==> config.mk <==
export PLATFORM = sky130hd
export DESIGN_NAME = adc_dsp_csr_bank
export DESIGN_NICKNAME = d
export VERILOG_FILES = /design/src/rtl/adc_dsp_csr_bank.sv
export SDC_FILE = /design/constraint.sdc
export NUM_CORES = 1
export LEC_CHECK = 0
export BUFFER_PORTS_ARGS = -buffer_cell sky130_fd_sc_hd__buf_4
export CAP_MARGIN = 20
export CORE_ASPECT_RATIO = 1.4
export CORE_UTILIZATION = 27
export CTS_CLUSTER_SIZE = 20
export DETAILED_ROUTE_END_ITERATION = 8
export GPL_ROUTABILITY_DRIVEN = 0
export SLEW_MARGIN = 20
export SYNTH_ARGS = -nofsm -noshare
export SYNTH_HDL_FRONTEND = slang
export SYNTH_SLANG_ARGS = --single-unit
==> constraint.sdc <==
create_clock -name i_sysclk -period 5.64 [get_ports i_sysclk]
set_input_delay 0.564 -clock i_sysclk [delete_from_list [all_inputs] [get_ports i_sysclk]]
set_output_delay 0.564 -clock i_sysclk [all_outputs]
set_load 0.01 [all_outputs]
==> src/rtl/adc_dsp_csr_bank.sv <==
`default_nettype none
// ============================================================================
// Module      : adc_dsp_csr_bank
// Description : CSR bank for the ADC-chip DSP block: reset pulse, sticky
//               errors with mask/irq, channel select and banked NB/WB gains.
// Revision    : 1.0 - initial release
// ============================================================================
module adc_dsp_csr_bank #(
    parameter logic [9:0] CHIP_PREFIX = 10'h223,
    parameter logic [3:0] MOD_PREFIX  = 4'h0,
    parameter int         NUM_CH      = 4,
    parameter int         GAIN_W      = 16,
    parameter int         NUM_ERR     = 8,
    parameter int         RST_CYCLES  = 16,
    localparam int        CH_W        = (NUM_CH > 1) ? $clog2(NUM_CH) : 1
) (
    input  logic                       i_sysclk,
    input  logic                       i_srst,
    input  logic                       i_cmd_valid,
    output logic                       o_cmd_ready,
    input  logic                       i_cmd_wr,
    input  logic [25:0]                i_cmd_addr,
    input  logic [31:0]                i_cmd_wdata,
    output logic                       o_rd_valid,
    output logic [31:0]                o_rd_data,
    output logic                       o_bad_addr,
    input  logic [NUM_ERR-1:0]         i_err_event,
    output logic                       o_err_irq,
    output logic                       o_dsp_reset,
    output logic [CH_W-1:0]            o_channel,
    output logic [NUM_CH*GAIN_W-1:0]   o_nb_gain,
    output logic [NUM_CH*GAIN_W-1:0]   o_wb_gain
);

    localparam int                CNT_W        = $clog2(RST_CYCLES + 1);
    localparam logic [CNT_W-1:0]  c_RST_LOAD   = CNT_W'(RST_CYCLES);
    localparam logic [GAIN_W-1:0] c_GAIN_UNITY = GAIN_W'(1) << (GAIN_W - 1);
    localparam logic [11:0]       c_OFF_RESET  = 12'h000;
    localparam logic [11:0]       c_OFF_ERROR  = 12'h004;
    localparam logic [11:0]       c_OFF_CHAN   = 12'h008;
    localparam logic [11:0]       c_OFF_NBGAIN = 12'h00C;
    localparam logic [11:0]       c_OFF_WBGAIN = 12'h010;
    localparam logic [11:0]       c_OFF_MASK   = 12'h014;
    localparam logic [31:0]       c_MISS_DATA  = 32'hDEAD_BEEF;

    logic                r_cmd_ready;
    logic                r_rd_valid;
    logic [31:0]         r_rd_data;
    logic                r_bad_addr;
    logic                r_in_rst;
    logic [CNT_W-1:0]    r_rst_cnt;
    logic [NUM_ERR-1:0]  r_err_sticky;
    logic [NUM_ERR-1:0]  r_err_mask;
    logic                r_err_irq;
    logic [CH_W-1:0]     r_channel;
    logic [GAIN_W-1:0]   r_nb_gain [NUM_CH];
    logic [GAIN_W-1:0]   r_wb_gain [NUM_CH];

    logic                w_accept;
    logic                w_wr;
    logic                w_rd;
    logic                w_prefix_ok;
    logic                w_sel_reset;
    logic                w_sel_error;
    logic                w_sel_chan;
    logic                w_sel_nb;
    logic                w_sel_wb;
    logic                w_sel_mask;
    logic                w_hit;
    logic                w_ch_ok;
    logic                w_dsp_reset;
    logic [NUM_ERR-1:0]  w_w1c;
    logic [31:0]         w_rdata;

    assign w_accept    = i_cmd_valid && r_cmd_ready;
    assign w_wr        = w_accept && i_cmd_wr;
    assign w_rd        = w_accept && !i_cmd_wr;
    assign w_prefix_ok = (i_cmd_addr[25:16] == CHIP_PREFIX) &&
                         (i_cmd_addr[15:12] == MOD_PREFIX) &&
                         (i_cmd_addr[1:0] == 2'b00);
    assign w_sel_reset = w_prefix_ok && (i_cmd_addr[11:0] == c_OFF_RESET);
    assign w_sel_error = w_prefix_ok && (i_cmd_addr[11:0] == c_OFF_ERROR);
    assign w_sel_chan  = w_prefix_ok && (i_cmd_addr[11:0] == c_OFF_CHAN);
    assign w_sel_nb    = w_prefix_ok && (i_cmd_addr[11:0] == c_OFF_NBGAIN);
    assign w_sel_wb    = w_prefix_ok && (i_cmd_addr[11:0] == c_OFF_WBGAIN);
    assign w_sel_mask  = w_prefix_ok && (i_cmd_addr[11:0] == c_OFF_MASK);
    assign w_hit       = w_sel_reset || w_sel_error || w_sel_chan ||
                         w_sel_nb || w_sel_wb || w_sel_mask;
    assign w_ch_ok     = (i_cmd_wdata < 32'(NUM_CH));
    assign w_w1c       = (w_wr && w_sel_error) ? i_cmd_wdata[NUM_ERR-1:0] : '0;
    // The pulse is held off while in reset so it starts on the first free cycle.
    assign w_dsp_reset = (r_rst_cnt != '0) && !r_in_rst;

    always_comb begin
        w_rdata = '0;
        if (!w_hit) begin
            w_rdata = c_MISS_DATA;
        end else if (w_sel_reset) begin
            w_rdata[0] = w_dsp_reset;
        end else if (w_sel_error) begin
            w_rdata[NUM_ERR-1:0] = r_err_sticky;
        end else if (w_sel_chan) begin
            w_rdata[CH_W-1:0] = r_channel;
        end else if (w_sel_nb) begin
            w_rdata[GAIN_W-1:0] = r_nb_gain[r_channel];
        end else if (w_sel_wb) begin
            w_rdata[GAIN_W-1:0] = r_wb_gain[r_channel];
        end else begin
            w_rdata[NUM_ERR-1:0] = r_err_mask;
        end
    end

    always_ff @(posedge i_sysclk) begin
        if (i_srst) begin
            r_cmd_ready  <= 1'b0;
            r_rd_valid   <= 1'b0;
            r_rd_data    <= '0;
            r_bad_addr   <= 1'b0;
            r_in_rst     <= 1'b1;
            r_rst_cnt    <= c_RST_LOAD;
            r_err_sticky <= '0;
            r_err_mask   <= '0;
            r_err_irq    <= 1'b0;
            r_channel    <= '0;
            for (int i = 0; i < NUM_CH; i++) begin
                r_nb_gain[i] <= c_GAIN_UNITY;
                r_wb_gain[i] <= c_GAIN_UNITY;
            end
        end else begin
            r_in_rst    <= 1'b0;
            r_cmd_ready <= !w_rd;
            r_rd_valid  <= w_rd;
            if (w_rd) begin
                r_rd_data <= w_rdata;
            end
            r_bad_addr <= w_accept && (!w_hit || (i_cmd_wr && w_sel_chan && !w_ch_ok));

            if (w_wr && w_sel_reset && i_cmd_wdata[0]) begin
                r_rst_cnt <= c_RST_LOAD;
            end else if (!r_in_rst && (r_rst_cnt != '0)) begin
                r_rst_cnt <= r_rst_cnt - CNT_W'(1);
            end

            // New events win over a same-cycle clear.
            r_err_sticky <= (r_err_sticky & ~w_w1c) | i_err_event;
            r_err_irq    <= |(r_err_sticky & r_err_mask);
            if (w_wr && w_sel_mask) begin
                r_err_mask <= i_cmd_wdata[NUM_ERR-1:0];
            end
            if (w_wr && w_sel_chan && w_ch_ok) begin
                r_channel <= i_cmd_wdata[CH_W-1:0];
            end
            if (w_wr && w_sel_nb) begin
                r_nb_gain[r_channel] <= i_cmd_wdata[GAIN_W-1:0];
            end
            if (w_wr && w_sel_wb) begin
                r_wb_gain[r_channel] <= i_cmd_wdata[GAIN_W-1:0];
            end
        end
    end

    for (genvar g = 0; g < NUM_CH; g++) begin : g_gain_out
        assign o_nb_gain[g*GAIN_W +: GAIN_W] = r_nb_gain[g];
        assign o_wb_gain[g*GAIN_W +: GAIN_W] = r_wb_gain[g];
    end

    assign o_cmd_ready = r_cmd_ready;
    assign o_rd_valid  = r_rd_valid;
    assign o_rd_data   = r_rd_data;
    assign o_bad_addr  = r_bad_addr;
    assign o_err_irq   = r_err_irq;
    assign o_dsp_reset = w_dsp_reset;
    assign o_channel   = r_channel;

endmodule
`default_nettype wire

==> metrics.md, run 1 <==
| Metric | Value |
|---|---|
| R2r worst-path depth | `5` |
| DRT antenna net count | `0` |
| Initial antenna violation count | `0` |
| Cell row count | `75` |
| Clock root buffer master | `clkbuf_16` |
| Final wirelength | `around 28000 um` |
| Placed insts | `about 1200` |
| FF+latch count, synth | `roughly 180` |
| Initial DRC count | `about 400` |
| Clock Sinks | `175` |
| Fin crit period | `~2.7 ns` |
| H-tree depth | `4` |
| Seq/Total Area, Yosys | `between 50% and 60%` |
| Via count | `a little over 6000` |
| Synthesized area | `8233 sq um` |
| Top FF cell, synth | `edfxtp_1` |
| Synth top area share | `about 47%` |
| Post-Syn Instances | `between 600 and 700` |
| Simple-gate share of the synthesized area | `around a fifth` |
| Multiplexer area fraction after synthesis | `a little over a tenth` |
| Most frequent cell after synthesis | `edfxtp_1` |
| Setup TNS | `0 ns` |
| Fin cells | `1235` |
| CTS clock-pin slew for the worst setup and hold paths | `approximately 0.06 ns` |
| Number of global-route vias before repair | `~6000` |
| Clk_skew | `roughly 0.0090 ns` |
| Async S/R FF share, synth | `0%` |
| Mean post-synth cell area | `about 13 sq um` |
| Startpoint Class | `input port` |
| Post-Synth XOR/XNOR Area | `less than 1%` |
| Final hold slack | `~0.42 ns` |
| Post-CTS Setup Inserts | `0` |
| Post-synth cell types | `64` |
| Post-synth EDFFs | `around 130` |
| Fillers | `between 2000 and 3000` |
| Longest Clk Path Bufs | `2` |
| Final net count | `approximately 900` |
| PwrDens | `between 200 and 300 nW/um^2` |
| Fmax | `369.0 MHz` |
| Synth area leaders | `edfxtp_1, dfxtp_1, and2_1, mux4_2, nor2_1` |
| Final period utilization | `48.05%` |
| Worst Hold Class | `in2reg` |
| Die W | `149.6 um` |
| Yosys warning count | `0` |
| Crit. End Element | `flip-flop` |
| Detailed Routing Iterations Pass 1 | `5` |
| Max Cap Viol | `0` |
| Starting Density | `between 20% and 30%` |
| Slew of the pin with the lowest slew margin | `between 1 and 1.5 ns` |
| Buffers on Ports | `231` |
| Critical Path Fanout Max | `17` |
| Remaining global-route overflow | `0` |
| HPWL reported at the end of detailed placement | `approximately 21000 um` |
| Rel. slew slack | `a little under a quarter` |
| CTS Buf Count | `17` |
| Final setup fails | `0` |
| Hold-fix buffers, CTS | `0` |
| Unrepaired setup endpoints after global routing | `false` |
| Peak VDD IR | `between 0.1 and 0.15 mV` |
| WL/cell | `between 20 and 25 um` |
| R2R setup slack | `a little under 3 ns` |
| Worst Path Class, Setup | `in2reg` |
| Synthesis-to-finish area growth | `31.90%` |
| Clk_lat worst skew | `between 0.4 and 0.5 ns` |
| Die footprint | `approximately 31000 sq um` |
| Hold path startpoint | `i_err_event[4]` |
| Resized Gates After CTS | `0` |
| CORE AREA | `around 30000 sq um` |
| Vias/cell | `approximately 4.9` |
| Total GRT Usage | `~18%` |
| Worst hold endpoint | `r_err_sticky[4]` |
| First-pass GRT wire length | `approximately 40000 um` |
| Final Hold Fails | `0` |
| Largest family of logic cells by synthesized area | `simple AND/OR/NAND/NOR gates` |
| Largest net degree at the start of global routing | `30` |
| R2R Path End | `o_rd_data[6]` |
| Status | `complete, no violations` |
| Share of cells above drive strength 1 | `~40%` |
| Leakage | `around 0.0044 uW` |
| Top Ports | `roughly 240` |
| Post-synth top area cell | `edfxtp_1` |
| Compound-cell area share of the yosys netlist | `7.310%` |
| Die Height | `208.6 um` |
| Worst Hold Depth | `3` |
| Synth Area in Adders | `0.1520%` |
| Commonest cells in the netlist | `edfxtp_1, and2_1, dfxtp_1` |
| Worst EP arrival | `about 2.8 ns` |
| Pins Over Slew Limit | `0` |
| # DRC | `0` |
| WP data required | `about 5.7 ns` |
| CTS tree | `done` |
-- layout by cell type, fill, tap and decap left out, types with 3 or more instances in the layout --
| master | instances |
|---|---|
| nand3_1 | 7 |
| inv_1 | 15 |
| a311oi_1 | 8 |
| a32oi_1 | 4 |
| inv_4 | 3 |
| or2_2 | 3 |
| a22oi_1 | 15 |
| o211ai_1 | 3 |
| and2_1 | 122 |
| a31oi_1 | 5 |
| a21oi_1 | 10 |
| nor4_4 | 4 |
| or3_1 | 6 |
| nand2b_1 | 8 |
| edfxtp_1 | 128 |
| clkbuf_8 | 3 |
| dfxtp_1 | 46 |
| and4_1 | 3 |
| and3_1 | 6 |
| conb_1 | 5 |
| mux2i_1 | 8 |
| o21ai_0 | 6 |
| mux2_2 | 6 |
| nor4_1 | 10 |
| buf_4 | 242 |
| mux4_2 | 32 |
| a21o_1 | 6 |
| a211o_1 | 9 |
| a32o_1 | 3 |
| nor3_1 | 6 |
| nor2b_1 | 3 |
| nor2_1 | 39 |
| nand2_1 | 13 |
| clkbuf_16 | 20 |
-- cells by family after synthesis --
family | Yosys count
AOI/OAI and AO/OA | 81
xor gates and xnor gates | 2
adders and majority gates | 1
buffers and inverters | 70
DFF | 175
muxes | 46
other | 1
and+or+nand+nor | 250
-- routing by layer --
layer  wire (um)  GRT usage (%)
met3        1773          3.537
met2       14770          32.49
met5           0              0
met4         702          6.510
met1       10520          20.58
-- sequential cells by signal, summed over array words and instances, names as in the netlist, named ones only --
name,count
r_in_rst,1
o_bad_addr,1
r_nb_gain,64
o_channel,2
o_rd_valid,1
r_wb_gain,64
o_cmd_ready,1
r_rst_cnt,5
r_err_mask,8
o_rd_data,17
r_err_sticky,8
o_err_irq,1
-- worst max-delay path, stage by stage --
cell	delay [ns]
buf_4	0.11
nor3_1	0.36
and4_1	0.57
nand2_4	0.16
nor3_4	0.54
or2_2	0.46
-- worst max-delay path by stage --
stage	depth (start not counted)	endpoint	from	slack, ns
floorplan	5	r_nb_gain[3][0]	i_cmd_addr[15]	1.98
global placement	6	r_wb_gain[0][10]	i_cmd_addr[4]	2.38
detailed placement	6	r_wb_gain[0][8]	i_cmd_addr[4]	2.25
CTS	6	r_wb_gain[0][6]	i_cmd_addr[4]	2.71
global route	6	r_nb_gain[2][11]	i_cmd_addr[15]	2.73
finish	6	r_nb_gain[2][12]	i_cmd_addr[15]	2.93
-- metrics by stage --
stage / instance area [sq um] / utilization, % / setup WS (ns) / power (uW)
2_1_floorplan: 8248 / - / 1.984 / 1611
3_3_place_gp: 10260 / 34.15 / 2.382 / 1786
3_5_place_dp: 10260 / 34.15 / 2.255 / 1790
4_1_cts: 10850 / 36.13 / 2.712 / 2955
5_1_grt: 10860 / 36.15 / 2.730 / 3023
6_report: 10860 / 36.16 / 2.930 / 2927
-- cell type report --
cell class,count,area (sq um),share of cell area (%)
clock buffers,26,554.3,5.104
multi-input cells,385,3122,28.75
inverters,15,56.30,0.5185
well taps,385,481.7,4.436
flip-flops and latches,175,4786,44.07
repair buffers,242,1817,16.73
clock inverters,6,40.04,0.3687
diodes,1,2.502,0.02304
-- power by group --
group	switching, uW	leakage [uW]	total (uW)	internal (uW)
Clock	485	0.000302	1170	683
Combinational	151	0.00244	283	132
Sequential	43.8	0.00165	1480	1430
Note: power is estimated with default switching activity, not from simulation.
==> run 2, diff against run 1 <==
clock period = 2.68 ns   (was 5.64 ns; I/O delays follow)
==> run 2 against run 1 <==
Net effect:
- first-iteration DRC count is 2.3% lower
- clock power up 100%
- flip-flop and latch count is the same
- cell count grew 1.1%
- clock-buffer cell count shrank 5
- via count is 0.81% higher
- largest cell class unchanged
- highest routed layer unchanged
==> metrics.md, run 2 (synthesis results as in run 1) <==
| Metric | Value |
|---|---|
| Status | `complete, no violations` |
| Commonest non-fill, non-tap cell in the layout | `buf_4` |
| Cell row count | `75` |
| Final period utilization | `between 70% and 80%` |
| End-of-flow core utilization | `36.50%` |
| Longest Clk Path Bufs | `2` |
| Unrepaired setup endpoints after global routing | `false` |
| Pins Over Slew Limit | `0` |
| Most frequent cells in the layout | `buf_4, edfxtp_1, and2_1` |
| Top Ports | `roughly 240` |
| Final wirelength | `28020 um` |
| Placed insts | `between 1000 and 1500` |
| Leakage | `0.004470 uW` |
| Crit. End Element | `flip-flop` |
| Resized Gates After CTS | `0` |
| Total GRT Usage | `a little under a fifth` |
| DRT antenna net count | `0` |
| Remaining global-route overflow | `0` |
| Number of global-route vias before repair | `approximately 6200` |
| DR top layer | `met4` |
| Die footprint | `~31000 sq um` |
| Fin cells | `~1200` |
| CORE AREA | `about 30000 sq um` |
| # diodes | `0` |
| Slowest cell on the critical path | `or3_1` |
| PwrDens | `between 500 and 600 nW/um^2` |
| CTS Buf Count | `17` |
| WP data required | `2.76 ns` |
| Die W | `roughly 150 um` |
| Largest net degree at the start of global routing | `28` |
| Met3 WL | `about 1900 um` |
| Vias/cell | `around 5` |
| Critical Path Fanout Max | `16` |
| Clk_lat worst skew | `between 0.4 and 0.5 ns` |
| Peak VDD IR | `just over 0.4 mV` |
| Fin crit period | `2.139 ns` |
| Share of cells above drive strength 1 | `between 40% and 50%` |
| Clock Sinks | `175` |
| Worst EP arrival | `between 2 and 2.5 ns` |
| First-pass GRT wire length | `~40000 um` |
| CTS clock-pin slew for the worst setup and hold paths | `approximately 0.070 ns` |
| Routed wl met2 | `roughly 15000 um` |
| HPWL reported at the end of detailed placement | `21020 um` |
| Starting Density | `27.42%` |
| H-tree depth | `4` |
| Met1 Wirelength | `between 10000 and 15000 um` |
| Post-CTS Setup Inserts | `0` |
| CTS tree | `done` |
| Max Cap Viol | `0` |
| Initial antenna violation count | `0` |
| Die Height | `roughly 210 um` |
| Hold-fix buffers, CTS | `0` |
| Rel. slew slack | `50.06%` |
| WL/cell | `around 22 um` |
| CP Cell Sequence | `nand4_1 -> or3_1 -> nor3_4 -> or2_2` |
| # DRC | `0` |
| Bufs and invs on worst path | `0` |
| Via count | `6109` |
| Overall Power | `slightly above 6000 uW` |
| Final setup fails | `0` |
| Final net count | `around 920` |
| Clk_skew | `~0.011 ns` |
| Synthesis-to-finish area growth | `33.13%` |
| Initial DRC count | `around 390` |
| Slew of the pin with the lowest slew margin | `0.7464 ns` |
| Final Hold Fails | `0` |
| Biggest cell delay along the critical path | `0.49 ns` |
| Detailed Routing Iterations Pass 1 | `4` |
| Buffers on Ports | `231` |
| Clock root buffer master | `clkbuf_16` |
| Fmax | `~470 MHz` |
| Worst Hold Class | `in2reg` |
| CP delay by family, top | `simple AND/OR/NAND/NOR gates` |
| Worst Path Class, Setup | `reg2reg` |
| Startpoint Class | `flip-flop` |
-- run 2: changes by cell type in the layout (fill, tap and decap cells not counted), moves of 2 or more --
cell       previous run  this run
buf_12                0         2
buf_4               242       255
clkbuf_16            20        18
clkinv_2              0         2
inv_4                 3         5
-- run 2: through the flow --
step | area (sq um) | setup TNS [ns] | worst slack, ns | hold WS, ns
after floorplan | 8260 | -1.385 | -0.08655 | 0.2957
after global placement | 10410 | 0 | 0.3974 | 0.4534
after detailed placement | 10410 | 0 | 0.3540 | 0.4514
after CTS | 10960 | 0 | 0.5149 | 0.08061
after global routing | 10960 | 0 | 0.3806 | 0.1004
final | 10960 | 0 | 0.5408 | 0.1007
-- run 2: worst register-to-register path: stages, from the launching register on --
cell,delay [ns]
dfxtp_1,0.44
nand4_1,0.29
or3_1,0.49
nor3_4,0.15
or2_2,0.42
-- run 2: where the power goes --
part	switching [uW]	total, uW	internal, uW
Combinational	316	599	283
Sequential	91.6	3100	3010
Clock	1080	2380	1300
Total	1490	6080	4590
-- run 2: cell type report --
type | instances | area, sq um
Timing Repair Buffer | 257 | 1954
Clock inverter | 11 | 73.82
Multi-Input combinational cell | 385 | 3127
Tap cell | 385 | 481.7
Inverter | 15 | 56.30
Sequential cell | 175 | 4786
Clock buffer | 21 | 481.7
Fill cell | 2972 | 19070
-- run 2: path summary, 6_finish.rpt --
| path | startpoint | endpoint | slack, ns | depth (start not counted) |
|---|---|---|---|---|
| worst max-delay path | o_cmd_ready | r_nb_gain[2][11] | 0.54 | 4 |
| worst max register to register | o_cmd_ready | r_nb_gain[2][11] | 0.54 | 4 |
| worst min register to register | o_rd_data[9] | o_rd_data[9] | 0.47 | 1 |
| worst min-delay path | i_err_event[0] | r_err_sticky[0] | 0.10 | 3 |
-- run 2: layer usage --
layer	up-vias	track usage, %
li1	2771	-
met1	3001	20.56
met2	285	32.28
met3	52	4.061
met4	0	9.148
met5	-	0
==> run 3, diff against run 2 <==
ABC_AREA = 1   (was not set)
clock period = 1.8 ns   (was 2.68 ns; I/O delays follow)
==> run 3 against run 2 <==
Net effect:
- setup slack worse by 0.49 ns
- combinational power is 43% higher
- global-route usage rose by 1.3 points
- critical path type unchanged
- largest power group unchanged
==> metrics.md, run 3 <==
| Metric | Value |
|---|---|
| Yosys warning count | `0` |
| HPWL reported at the end of detailed placement | `23600 um` |
| Largest net degree at the start of global routing | `43` |
| Seq/Total Area, Yosys | `around three fifths` |
| Clk_lat worst skew | `approximately 0.44 ns` |
| Startpoint Class | `flip-flop` |
| Initial antenna violation count | `0` |
| Fillers | `slightly above 3000` |
| Die Height | `around 210 um` |
| Pins Over Slew Limit | `0` |
| H-tree depth | `4` |
| Top Ports | `roughly 240` |
| Most crowded layer after global routing | `met2` |
| Max Cap Viol | `0` |
| Clock root buffer master | `clkbuf_16` |
| Via count | `7650` |
| Detailed Routing Iterations Pass 1 | `5` |
| Die footprint | `31200 sq um` |
| Final period utilization | `between 90 and 100%` |
| CTS tree | `done` |
| Fin cells | `~1600` |
| CTS Buf Count | `17` |
| Mean post-synth cell area | `9.097 sq um` |
| Post-Syn Instances | `905` |
| Commonest non-fill, non-tap cell in the layout | `buf_4` |
| # DRC | `0` |
| CTS clock-pin slew for the worst setup and hold paths | `around 0.070 ns` |
| WP data required | `~2.2 ns` |
| PwrDens | `788.3 nW/um^2` |
| Global Route met1 Usage | `between 20% and 30%` |
| Area of the multi-input gates | `between 2000 and 3000 sq um` |
| Post-CTS Setup Inserts | `0` |
| WL/cell | `~20 um` |
| Critical Path Fanout Max | `42` |
| Synth top area share | `between 40% and 50%` |
| Post-synth EDFFs | `128` |
| Peak VDD IR | `~0.54 mV` |
| Top FF cell, synth | `edfxtp_1` |
| Most frequent cells in the layout | `buf_4, nand2_1, nor2_1` |
| CORE AREA | `roughly 30000 sq um` |
| Met2 usage | `around a third` |
| Async S/R FF share, synth | `0%` |
| Post-synth cell types | `40` |
| Number of global-route vias before repair | `just over 7000` |
| Final Hold Fails | `0` |
| Crit. End Element | `flip-flop` |
| Slew of the pin with the lowest slew margin | `0.5224 ns` |
| Placed insts | `~1500` |
| Worst EP arrival | `about 2.1 ns` |
| Status | `complete, no violations` |
| Critical path capture point | `o_rd_data[9]` |
| Leakage | `0.005089 uW` |
| Longest Clk Path Bufs | `2` |
| Rel. slew slack | `64.96%` |
| R2R setup slack | `0.05 ns` |
| # diodes | `0` |
| Share of cells above drive strength 1 | `a little under a third` |
| Commonest cells in the netlist | `nand2_1, nor2_1, edfxtp_1` |
| Initial DRC count | `slightly below 500` |
| R2r worst-path depth | `7` |
| Final wirelength | `30840 um` |
| Final net count | `1256` |
| Starting Density | `between 20% and 30%` |
| Fmax | `about 570 MHz` |
| Vias/cell | `approximately 4.8` |
| FF+latch area | `4786 sq um` |
| Synth area leaders | `edfxtp_1, dfxtp_1, nand2_1, nor2_1, inv_1` |
| M3 GR Usage | `under 10%` |
| DRT antenna net count | `0` |
| FF+latch count, synth | `around 180` |
| Total GRT Usage | `19.69%` |
| Post-synth top area cell | `edfxtp_1` |
| Worst Path Class, Setup | `reg2reg` |
| First-pass GRT wire length | `roughly 44000 um` |
| Die W | `149.6 um` |
| Synthesized area | `approximately 8000 sq um` |
| Fin crit period | `~1.8 ns` |
| Cell row count | `between 70 and 80` |
| Worst Hold Class | `in2reg` |
| Clk_skew | `approximately 0.017 ns` |
| Clock Sinks | `175` |
| Remaining global-route overflow | `0` |
| R2R Path End | `o_rd_data[9]` |
| Buffers on Ports | `approximately 230` |
| Synthesis-to-finish area growth | `40.33%` |
| Setup TNS | `0 ns` |
| Final setup fails | `0` |
| Most frequent cell after synthesis | `nand2_1` |
==> run 3: worst min path at each step <==
stage	slack, ns	end	depth (start not counted)	startpoint
after floorplan	0.21	r_in_rst	0	i_srst
after global placement	0.42	o_rd_valid	2	i_cmd_wr
after CTS	0.07	o_channel[1]	3	i_cmd_wdata[1]
after detailed placement	0.42	o_rd_valid	2	i_cmd_wr
after global routing	0.1	o_channel[1]	3	i_cmd_wdata[1]
final	0.08	o_channel[1]	3	i_cmd_wdata[1]
==> run 3: stage by stage <==
stage	setup WS (ns)	hold WS, ns	util [%]	power (uW)	area, sq um
2_1_floorplan	-0.2597	0.2077	-	4983	8294
3_3_place_gp	-0.07501	0.4233	36.08	5501	10830
3_5_place_dp	-0.1239	0.4223	36.08	5506	10830
4_1_cts	0.04463	0.06966	38.38	9161	11520
5_1_grt	-0.01673	0.09841	38.48	9387	11550
6_report	0.04610	0.08223	38.48	9107	11550
==> run 3: critical path: stages (launching register included) <==
cell and delay [ns]:
dfxtp_2 0.35, inv_2 0.08, buf_12 0.20, nand2_1 0.08, a32o_1 0.25, o21ai_0 0.38, o211ai_1 0.22, nand3_1 0.11
==> run 3: area by class of cell <==
type,count,share of cell area (%)
multi-input combinational,590,24.99
tap,385,4.169
timing repair buffer,316,21.54
clock buffer,17,3.682
inverter,85,2.772
sequential,175,41.42
clock inverter,15,1.419
==> run 3: repair_timing <==
| action | CTS | global route |
|---|---|---|
| hold buffers | 10 | 0 |
| hold endpoints to repair | 11 | 0 |
| setup endpoints to repair | 69 | 46 |
| gates resized for setup | 1 | 5 |
==> run 3: where the power goes <==
part | switching [uW] | internal (uW)
clock network | 1800 | 1870
registers | 131 | 4450
logic | 460 | 396
total | 2390 | 6720
==> run 3: logic make-up (layout without fill, tap and decap cells) <==
logic type	after synthesis	count (layout)	synth area share (%)
xor gates and xnor gates	2	2	0.2128
and+or+nand+nor	432	432	22.43
adders and majority gates	1	1	0.1520
DFF	175	175	58.12
AOI/OAI and AO/OA	150	150	11.16
other	1	5	0.04555
buffers and inverters	144	433	7.888
==> run 3: layer usage <==
layer	share of wire [%]	routed length [um]
met5	0	0
met4	4.6	1421
met3	6.8	2111
met2	51	15600
met1	38	11700
